--- config.mk ---
export PLATFORM = sky130hd
export DESIGN_NAME = rvh_l1d_wb_arb
export DESIGN_NICKNAME = d
export VERILOG_FILES = /design/src/rtl/rvh_l1d_wb_arb.sv
export SDC_FILE = /design/constraint.sdc
export NUM_CORES = 1
export LEC_CHECK = 0
export BUFFER_PORTS_ARGS = -buffer_cell sky130_fd_sc_hd__buf_2
export CORE_AREA = 2 2 192 194
export CTS_CLUSTER_DIAMETER = 50
export DETAILED_ROUTE_END_ITERATION = 10
export DIE_AREA = 0 0 194 196
export PLACE_DENSITY = 0.37
export SLEW_MARGIN = 0
export SYNTH_ARGS = -nofsm -noshare
export SYNTH_HDL_FRONTEND = slang
export SYNTH_SLANG_ARGS = --single-unit
--- constraint.sdc ---
create_clock -name clk -period 4.9 [get_ports clk]
set_clock_uncertainty 0.1 [all_clocks]
set_input_delay 0.245 -clock clk [delete_from_list [all_inputs] [get_ports clk]]
set_output_delay 0.245 -clock clk [all_outputs]
set_load 0.01 [all_outputs]
--- src/rtl/rvh_l1d_wb_arb.sv ---
`default_nettype none
// ============================================================================
// Module  : rvh_l1d_wb_arb
// Brief   : Shares the L2 AW/W/B write channel between N_REQ L1D eviction
//           queues. AW is granted round-robin, W follows AW order, and B is
//           routed back by master ID. Optional macro
//           RVH_L1D_WB_ARB_BRESP_CHK_EN enables the sticky response error flag.
// Rev     : 1.0
// ============================================================================
module rvh_l1d_wb_arb #(
    parameter int N_REQ           = 2,
    parameter int ORDER_DEPTH     = 4,
    parameter int MAX_OUTSTANDING = 8
) (
    input  logic                 clk,
    input  logic                 rst,
    input  logic [N_REQ-1:0]     req_awvalid_i,
    input  logic [N_REQ*77-1:0]  req_aw_i,
    output logic [N_REQ-1:0]     req_awready_o,
    input  logic [N_REQ-1:0]     req_wvalid_i,
    input  logic [N_REQ*73-1:0]  req_w_i,
    output logic [N_REQ-1:0]     req_wready_o,
    output logic [N_REQ-1:0]     req_bvalid_o,
    output logic [9:0]           req_b_o,
    input  logic [N_REQ-1:0]     req_bready_i,
    output logic                 l2_awvalid_o,
    input  logic                 l2_awready_i,
    output logic [76:0]          l2_aw_o,
    output logic                 l2_wvalid_o,
    input  logic                 l2_wready_i,
    output logic [72:0]          l2_w_o,
    input  logic                 l2_bvalid_i,
    output logic                 l2_bready_o,
    input  logic [9:0]           l2_b_i,
    output logic                 err_o
);

    localparam int IW = (N_REQ > 1) ? $clog2(N_REQ) : 1;
    localparam int OW = $clog2(ORDER_DEPTH);
    localparam int CW = $clog2(MAX_OUTSTANDING + 1);

    logic [IW-1:0] r_rr_ptr;
    logic          r_aw_lock_vld;
    logic [IW-1:0] r_aw_lock_idx;
    logic [IW-1:0] r_fifo [ORDER_DEPTH];
    logic [OW-1:0] r_rd_ptr;
    logic [OW-1:0] r_wr_ptr;
    logic [OW:0]   r_count;
    logic [CW-1:0] r_outstanding;
    logic [CW-1:0] w_outstanding_nxt;

    logic          w_hi_any, w_lo_any;
    logic [IW-1:0] w_hi_sel, w_lo_sel;
    logic [IW-1:0] w_grant_idx;
    logic          w_elig, w_empty;
    logic [IW-1:0] w_head;
    logic          w_aw_hs, w_pop, w_b_hs, w_b_in;
    logic [2:0]    w_b_tgt;

    // hi: lowest requester at/after the pointer; lo: lowest overall (wrap case)
    always_comb begin
        w_hi_any = 1'b0;
        w_hi_sel = '0;
        w_lo_any = 1'b0;
        w_lo_sel = '0;
        for (int i = N_REQ - 1; i >= 0; i--) begin
            if (req_awvalid_i[i]) begin
                w_lo_any = 1'b1;
                w_lo_sel = IW'(i);
                if (IW'(i) >= r_rr_ptr) begin
                    w_hi_any = 1'b1;
                    w_hi_sel = IW'(i);
                end
            end
        end
    end

    assign w_grant_idx  = r_aw_lock_vld ? r_aw_lock_idx : (w_hi_any ? w_hi_sel : w_lo_sel);
    assign w_elig       = (r_count != (OW+1)'(ORDER_DEPTH)) &&
                          (r_outstanding < CW'(MAX_OUTSTANDING));
    assign l2_awvalid_o = w_elig & (r_aw_lock_vld | w_lo_any);
    assign w_aw_hs      = l2_awvalid_o & l2_awready_i;

    assign w_empty = (r_count == '0);
    assign w_head  = r_fifo[r_rd_ptr];

    assign w_b_tgt = l2_b_i[8:6];
    assign w_b_in  = ({1'b0, w_b_tgt} < 4'(N_REQ));
    assign req_b_o = l2_b_i;

    always_comb begin
        l2_aw_o       = '0;
        l2_w_o        = '0;
        l2_wvalid_o   = 1'b0;
        l2_bready_o   = 1'b1;
        req_awready_o = '0;
        req_wready_o  = '0;
        req_bvalid_o  = '0;
        for (int i = 0; i < N_REQ; i++) begin
            if (w_grant_idx == IW'(i)) begin
                l2_aw_o          = req_aw_i[i*77 +: 77];
                req_awready_o[i] = w_aw_hs;
            end
            if (w_head == IW'(i)) begin
                l2_w_o          = req_w_i[i*73 +: 73];
                l2_wvalid_o     = req_wvalid_i[i] & ~w_empty;
                req_wready_o[i] = l2_wready_i & ~w_empty;
            end
            if (w_b_tgt == 3'(i)) begin
                l2_bready_o     = req_bready_i[i];
                req_bvalid_o[i] = l2_bvalid_i;
            end
        end
    end

    assign w_pop  = l2_wvalid_o & l2_wready_i & l2_w_o[8];
    assign w_b_hs = l2_bvalid_i & l2_bready_o;

    // Saturating count; a simultaneous AW and B cancel out
    always_comb begin
        w_outstanding_nxt = r_outstanding;
        if (w_aw_hs && !w_b_hs)
            w_outstanding_nxt = r_outstanding + CW'(1);
        else if (!w_aw_hs && w_b_hs && (r_outstanding != '0))
            w_outstanding_nxt = r_outstanding - CW'(1);
    end

    always_ff @(posedge clk) begin
        if (!rst) begin
            r_rr_ptr      <= '0;
            r_aw_lock_vld <= 1'b0;
            r_aw_lock_idx <= '0;
            r_rd_ptr      <= '0;
            r_wr_ptr      <= '0;
            r_count       <= '0;
            r_outstanding <= '0;
        end else begin
            if (w_aw_hs) begin
                r_aw_lock_vld <= 1'b0;
                r_rr_ptr      <= (w_grant_idx == IW'(N_REQ - 1)) ? '0 : w_grant_idx + IW'(1);
            end else if (l2_awvalid_o) begin
                r_aw_lock_vld <= 1'b1;
                r_aw_lock_idx <= w_grant_idx;
            end
            if (w_aw_hs)
                r_wr_ptr <= r_wr_ptr + OW'(1);
            if (w_pop)
                r_rd_ptr <= r_rd_ptr + OW'(1);
            if (w_aw_hs && !w_pop)
                r_count <= r_count + (OW+1)'(1);
            else if (!w_aw_hs && w_pop)
                r_count <= r_count - (OW+1)'(1);
            r_outstanding <= w_outstanding_nxt;
        end
    end

    always_ff @(posedge clk) begin
        if (w_aw_hs)
            r_fifo[r_wr_ptr] <= w_grant_idx;
    end

`ifdef RVH_L1D_WB_ARB_BRESP_CHK_EN
    logic r_err;
    logic w_underflow;

    assign w_underflow = w_b_hs & ~w_aw_hs & (r_outstanding == '0);

    always_ff @(posedge clk) begin
        if (!rst)
            r_err <= 1'b0;
        else if (w_b_hs && ((l2_b_i[1:0] != 2'b00) || !w_b_in || w_underflow))
            r_err <= 1'b1;
    end

    assign err_o = r_err;
`else
    assign err_o = 1'b0;
`endif

endmodule
`default_nettype wire

=== After elaboration in Yosys (flattened, before gate mapping) ===
Memory sizes are Yosys's and may differ from the RTL's. A register that Yosys moved wholly into a read port is not among the register bits.
Cells that the tools add are included.

* Bits of input ports: 321
* Register bits after elaboration: 14
* Memories kept: 1
* Output and inout bits: 170
* Logic and storage cells: 79
* Bits in writable memories: 4

{| class="wikitable"
|+ Memory list
! memory !! words !! bits a word !! rd ports !! clocked after Yosys merged registers in !! wr ports !! RTL line !! text
|-
| r_fifo || 4 || 1 || 1 || 1 || 1 || 45 || <nowiki>logic [IW-1:0] r_fifo [ORDER_DEPTH];</nowiki>
|}

* Eq/ne operators: 2
* Add/subtract/negate cells: 7
* Bitwise gates (word level): 12
* Reduce and logical (&&, ||, !) cells: 16
* Muxes and demuxes: 31
* Order comparisons: 3

{| class="wikitable"
|+ Operator list
! cell !! count
|-
| two-way mux 77 bit || 1
|-
| two-way mux 73 bit || 1
|-
| two-way mux 1 bit || 23
|-
| AND 1 bit || 8
|-
| two-way mux 4 bit || 2
|-
| logical AND 1 bit || 6
|-
| logical NOT 3 bit || 2
|-
| two-way mux 3 bit || 2
|-
| adder 2 x 1 -> 2 bit, second input constant || 2
|-
| adder 4 x 1 -> 4 bit, second input constant || 1
|-
| < comparator 4 bit, second input constant || 1
|-
| two-way mux 2 bit || 2
|-
| nonzero test 2 bit || 2
|-
| nonzero test 4 bit || 1
|-
| subtractor 4 x 1 -> 4 bit, second input constant || 1
|-
| adder 3 x 1 -> 3 bit, second input constant || 1
|-
| == test 3 x 1 -> 1 bit, second input constant || 1
|-
| logical NOT 1 bit || 3
|-
| inequality test 3 bit, second input constant || 1
|-
| NOT 1 bit || 3
|-
| subtractor 3 x 1 -> 3 bit, second input constant || 1
|-
| >= comparator 1 bit, first input constant || 2
|-
| AND reduction 2 bit || 1
|-
| OR reduction 2 bit || 1
|-
| 2 further kinds || 2
|}

=== Logic depth before layout (Yosys ltp) ===
* Depth in word-level cells: 10
* Depth in mapped cells: 11

=== Least setup slack after synthesis ===
OpenSTA, ideal clock, no wires.

* Path kind: reg2reg
* From: register with a tool-made name
* To: register r_count[2]
* Stages on the path, launching flop included: 10
* Path slack: 2354 ps
* Data arrival time: 2377 ps
* Data required time: 4730 ps
* Path through: dfxtp_1 mux4_2 mux2_4 or2_4 ha_1 inv_1 fa_1 xor2_1 or3_1 a21oi_1

{| class="wikitable"
|+ RTL lines
! element !! RTL line !! text
|-
| to (signal assigned) || 150 || <nowiki>r_count <= r_count + (OW+1)'(1);</nowiki>
|-
| to (signal assigned) || 152 || <nowiki>r_count <= r_count - (OW+1)'(1);</nowiki>
|-
| to (decl) || 48 || <nowiki>logic [OW:0] r_count;</nowiki>
|}

=== Worst setup path after layout ===
* From: register r_aw_lock_vld
* To: output port l2_aw_o[2]

* Longest elaborated chain between the ends: 2

{| class="wikitable"
|+ Ends and longest elaborated chain
! element !! RTL line !! text
|-
| from (decl) || 43 || <nowiki>logic r_aw_lock_vld;</nowiki>
|-
| from (signal assigned) || 131 || <nowiki>r_aw_lock_vld <= 1'b0;</nowiki>
|-
| from (signal assigned) || 139 || <nowiki>r_aw_lock_vld <= 1'b0;</nowiki>
|-
| from (signal assigned) || 142 || <nowiki>r_aw_lock_vld <= 1'b1;</nowiki>
|-
| two-way mux 1 bit || 78 || <nowiki>assign w_grant_idx = r_aw_lock_vld ? r_aw_lock_idx : (w_hi_any ? w_hi_sel : w_lo_sel);</nowiki>
|-
| two-way mux 77 bit || 100 || <nowiki>if (w_grant_idx == IW'(i)) begin</nowiki>
|-
| to (decl) || 28 || <nowiki>output logic [76:0] l2_aw_o,</nowiki>
|}

No other way between the ends.

==> flow_metrics.tcl <==
set metrics [dict create \
    tightest_slew_ps 1000 \
    post_cts_buffers 0 \
    yosysWarnings 0 \
    yosysSeqAreaShare_pct 14.7 \
    cpPeakStageDelay_ps 870 \
    grt_usage_pct 10.9 \
    cp.arrival_ps 2410 \
    layout-drive-gt1-share_pct 63.3 \
    synth_seq_cells 20 \
    cp.required_ps 4550 \
    cts_num_sinks 20 \
    slew_headroom_pct 33.3 \
    status "finished, final reports clean" \
    cts_tree "yes" \
    clock.fmax_mhz 363 \
    synthArstFlopShare_pct 0 \
    fin_nets 1231 \
    final.period_utilization_pct 56.2 \
    boundaryPins 491 \
    htree_num_levels 1 \
    dp.cells 1364 \
    crit_fanout 54 \
    synth_cell_types 37 \
    cts_root_buf "clkbuf_16" \
    cp_cell_sequence "o31ai_4 -> buf_12 -> mux2_2 -> buf_2" \
    cts_resized 0 \
    finalCriticalPeriod_ps 2750 \
    die_y_um 196 \
    final-hold-violation-count 0 \
    endpoint_kind "primary output" \
    cts_made_buffers 3 \
    clkTransAtPathRegs_ps 60 \
    drtIter0Drc 80 \
    netlist_area_um2 3000 \
    clkLatencyLatePin_ps 250 \
    initial_core_util_pct 8.30 \
    die-area_um2 38000 \
    grt_first_pass_wirelength_um 30800 \
    antenna_found_initial 18 \
    setup_violations 0 \
    clk_path_buf_depth 2 \
    fillers 4240 \
    rows 70 \
    core_area_um2 36100 \
    dr.pass1.iters 4 \
    p_leak_nw 3.37 \
    synthCells 452 \
    maxCapViolations 0 \
    syn-num-nets 782 \
    ctsHoldBuffers 0 \
    synth_edf_count 4 \
    io_buffers 475 \
    drv_slew 0 \
    syn_area_per_cell_um2 6.63 \
    vias 4753 \
    fin_cells 1373 \
    place_congestion 0.823 \
    peakVddDrop_mv 0.162 \
    grt_remaining_overflow 0 \
    drc 0 \
    hp-class "primary input to flop" \
    setup_tns_ps 0 \
    rsz0062_at_grt "no" \
    setup.worst_path.start_class "flop" \
    chipWidth_um 194 \
    p_per_area_nw_per_um2 333 \
    routed_via_density 3.46 \
    ys.flop_type "dfxtp_1" \
    syn2layout_area_growth_pct 98.2 \
    cp_slowest_cell "o31ai_4" \
    totalWireLength_um 22300 \
    post-dp-hpwl_um 20200 \
    layout_common_cells "buf_2 (475), nand2_1 (231), mux2_2 (78), dfxtp_1 (16), nor2_1 (15)" \
    worstSetupPathType "flop to primary output" \
    wire_per_inst_um 16.2 \
    whs_ps 197 \
    grt_max_degree 76 \
    ant_nets 0 \
    grt_pass1_vias 4663 \
    fin_util_pct 16.5 \
    final_common_cell "buf_2" \
]
## sequential cells by signal, summed over array words and instances, names as in the netlist, named ones only
name / cells
r_aw_lock_idx: 1
r_aw_lock_vld: 1
r_count: 3
r_fifo: 4
r_outstanding: 4
r_rd_ptr: 2
r_rr_ptr: 1
r_wr_ptr: 2
## cell usage after synthesis (2+ instances only)
| master | count | area share [%] |
|---|---|---|
| a21oi_1 | 7 | 1.2 |
| and2_1 | 5 | 1.0 |
| and3_1 | 2 | 0.42 |
| buf_1 | 5 | 0.63 |
| buf_2 | 8 | 1.3 |
| buf_4 | 11 | 2.8 |
| clkbuf_1 | 13 | 1.6 |
| dfxtp_1 | 16 | 11 |
| edfxtp_1 | 4 | 4.0 |
| fa_1 | 2 | 1.3 |
| ha_1 | 7 | 2.9 |
| inv_1 | 7 | 0.88 |
| mux2_2 | 78 | 29 |
| mux2i_1 | 5 | 1.7 |
| nand2_1 | 231 | 29 |
| nand3_1 | 5 | 0.83 |
| nor2_1 | 15 | 1.9 |
| nor2b_1 | 3 | 0.63 |
| o21ai_0 | 4 | 0.67 |
| or3_1 | 2 | 0.42 |
| xnor2_1 | 3 | 0.88 |
| xor2_1 | 4 | 1.2 |
## worst max-delay path: cells and delay by family (launching register included)
family	cells	cell delay [ps]
flip-flops	1	340
buffers and inverters	2	510
multiplexers	1	380
AO/OA/AOI/OAI	1	870
## final timing paths
kind	startpoint	end	slack, ps	cells after the start
setup / recovery	r_aw_lock_vld$_SDFFE_PP0N_	l2_aw_o[2]	2150	4
hold / removal	rst	r_outstanding[1]$_SDFFE_PN0P_	200	3
setup reg to reg	flop	r_count[2]$_SDFFE_PN0P_	2180	9
hold reg to reg	r_outstanding[2]$_SDFFE_PN0P_	r_outstanding[2]$_SDFFE_PN0P_	390	2
## power by group
part           total (W)  leakage (nW)  switching, W  internal, W
logic            0.00156          3.16      0.000890     0.000674
registers       0.000246         0.168     0.0000374     0.000209
clock network   0.000169        0.0382     0.0000587     0.000111
total            0.00198          3.37      0.000986     0.000994
## layer usage
| metal | GRT usage, % | up-vias | share of wire, % |
|---|---|---|---|
| li1 | - | 2349 | - |
| met1 | 11.7 | 2046 | 36 |
| met2 | 21.9 | 324 | 52 |
| met3 | 3.25 | 34 | 9.3 |
| met4 | 0.337 | 0 | 2.1 |
| met5 | 0 | - | 0 |
## cells by family (layout without fill, tap and decap cells)
group	after synthesis	after routing	share of synthesized area [%]
AND/OR/NAND/NOR	270	270	36.0
multiplexers	85	85	32.2
buffers and inverters	44	492	7.22
flip-flops	20	20	14.7
AO/OA/AOI/OAI	16	16	3.38
adder cells (fa/ha/maj)	9	9	4.26
XOR/XNOR	7	7	2.05
other	1	6	0.125
## per-stage QoR
| step | worst slack [ps] | power (W) | cell area (um2) |
|---|---|---|---|
| 2_1_floorplan | 2350 | 0.00116 | 3000 |
| 3_3_place_gp | 2210 | 0.00185 | 5850 |
| 3_5_place_dp | 2190 | 0.00185 | 5850 |
| 4_1_cts | 2110 | 0.00203 | 5930 |
| 5_1_grt | 1990 | 0.00219 | 5930 |
| 6_report | 2150 | 0.00198 | 5940 |
## area by class of cell
cell class	instances	area, um2	share of cell area [%]
Sequential cell	20	440	7.42
Inverter	7	26.3	0.442
Multi-Input combinational cell	388	2360	39.7
Timing Repair Buffer	481	2430	41.0
Tap cell	468	586	9.86
Antenna cell	5	12.5	0.211
Clock buffer	4	78.8	1.33
Power figures use the tool's default switching activity.
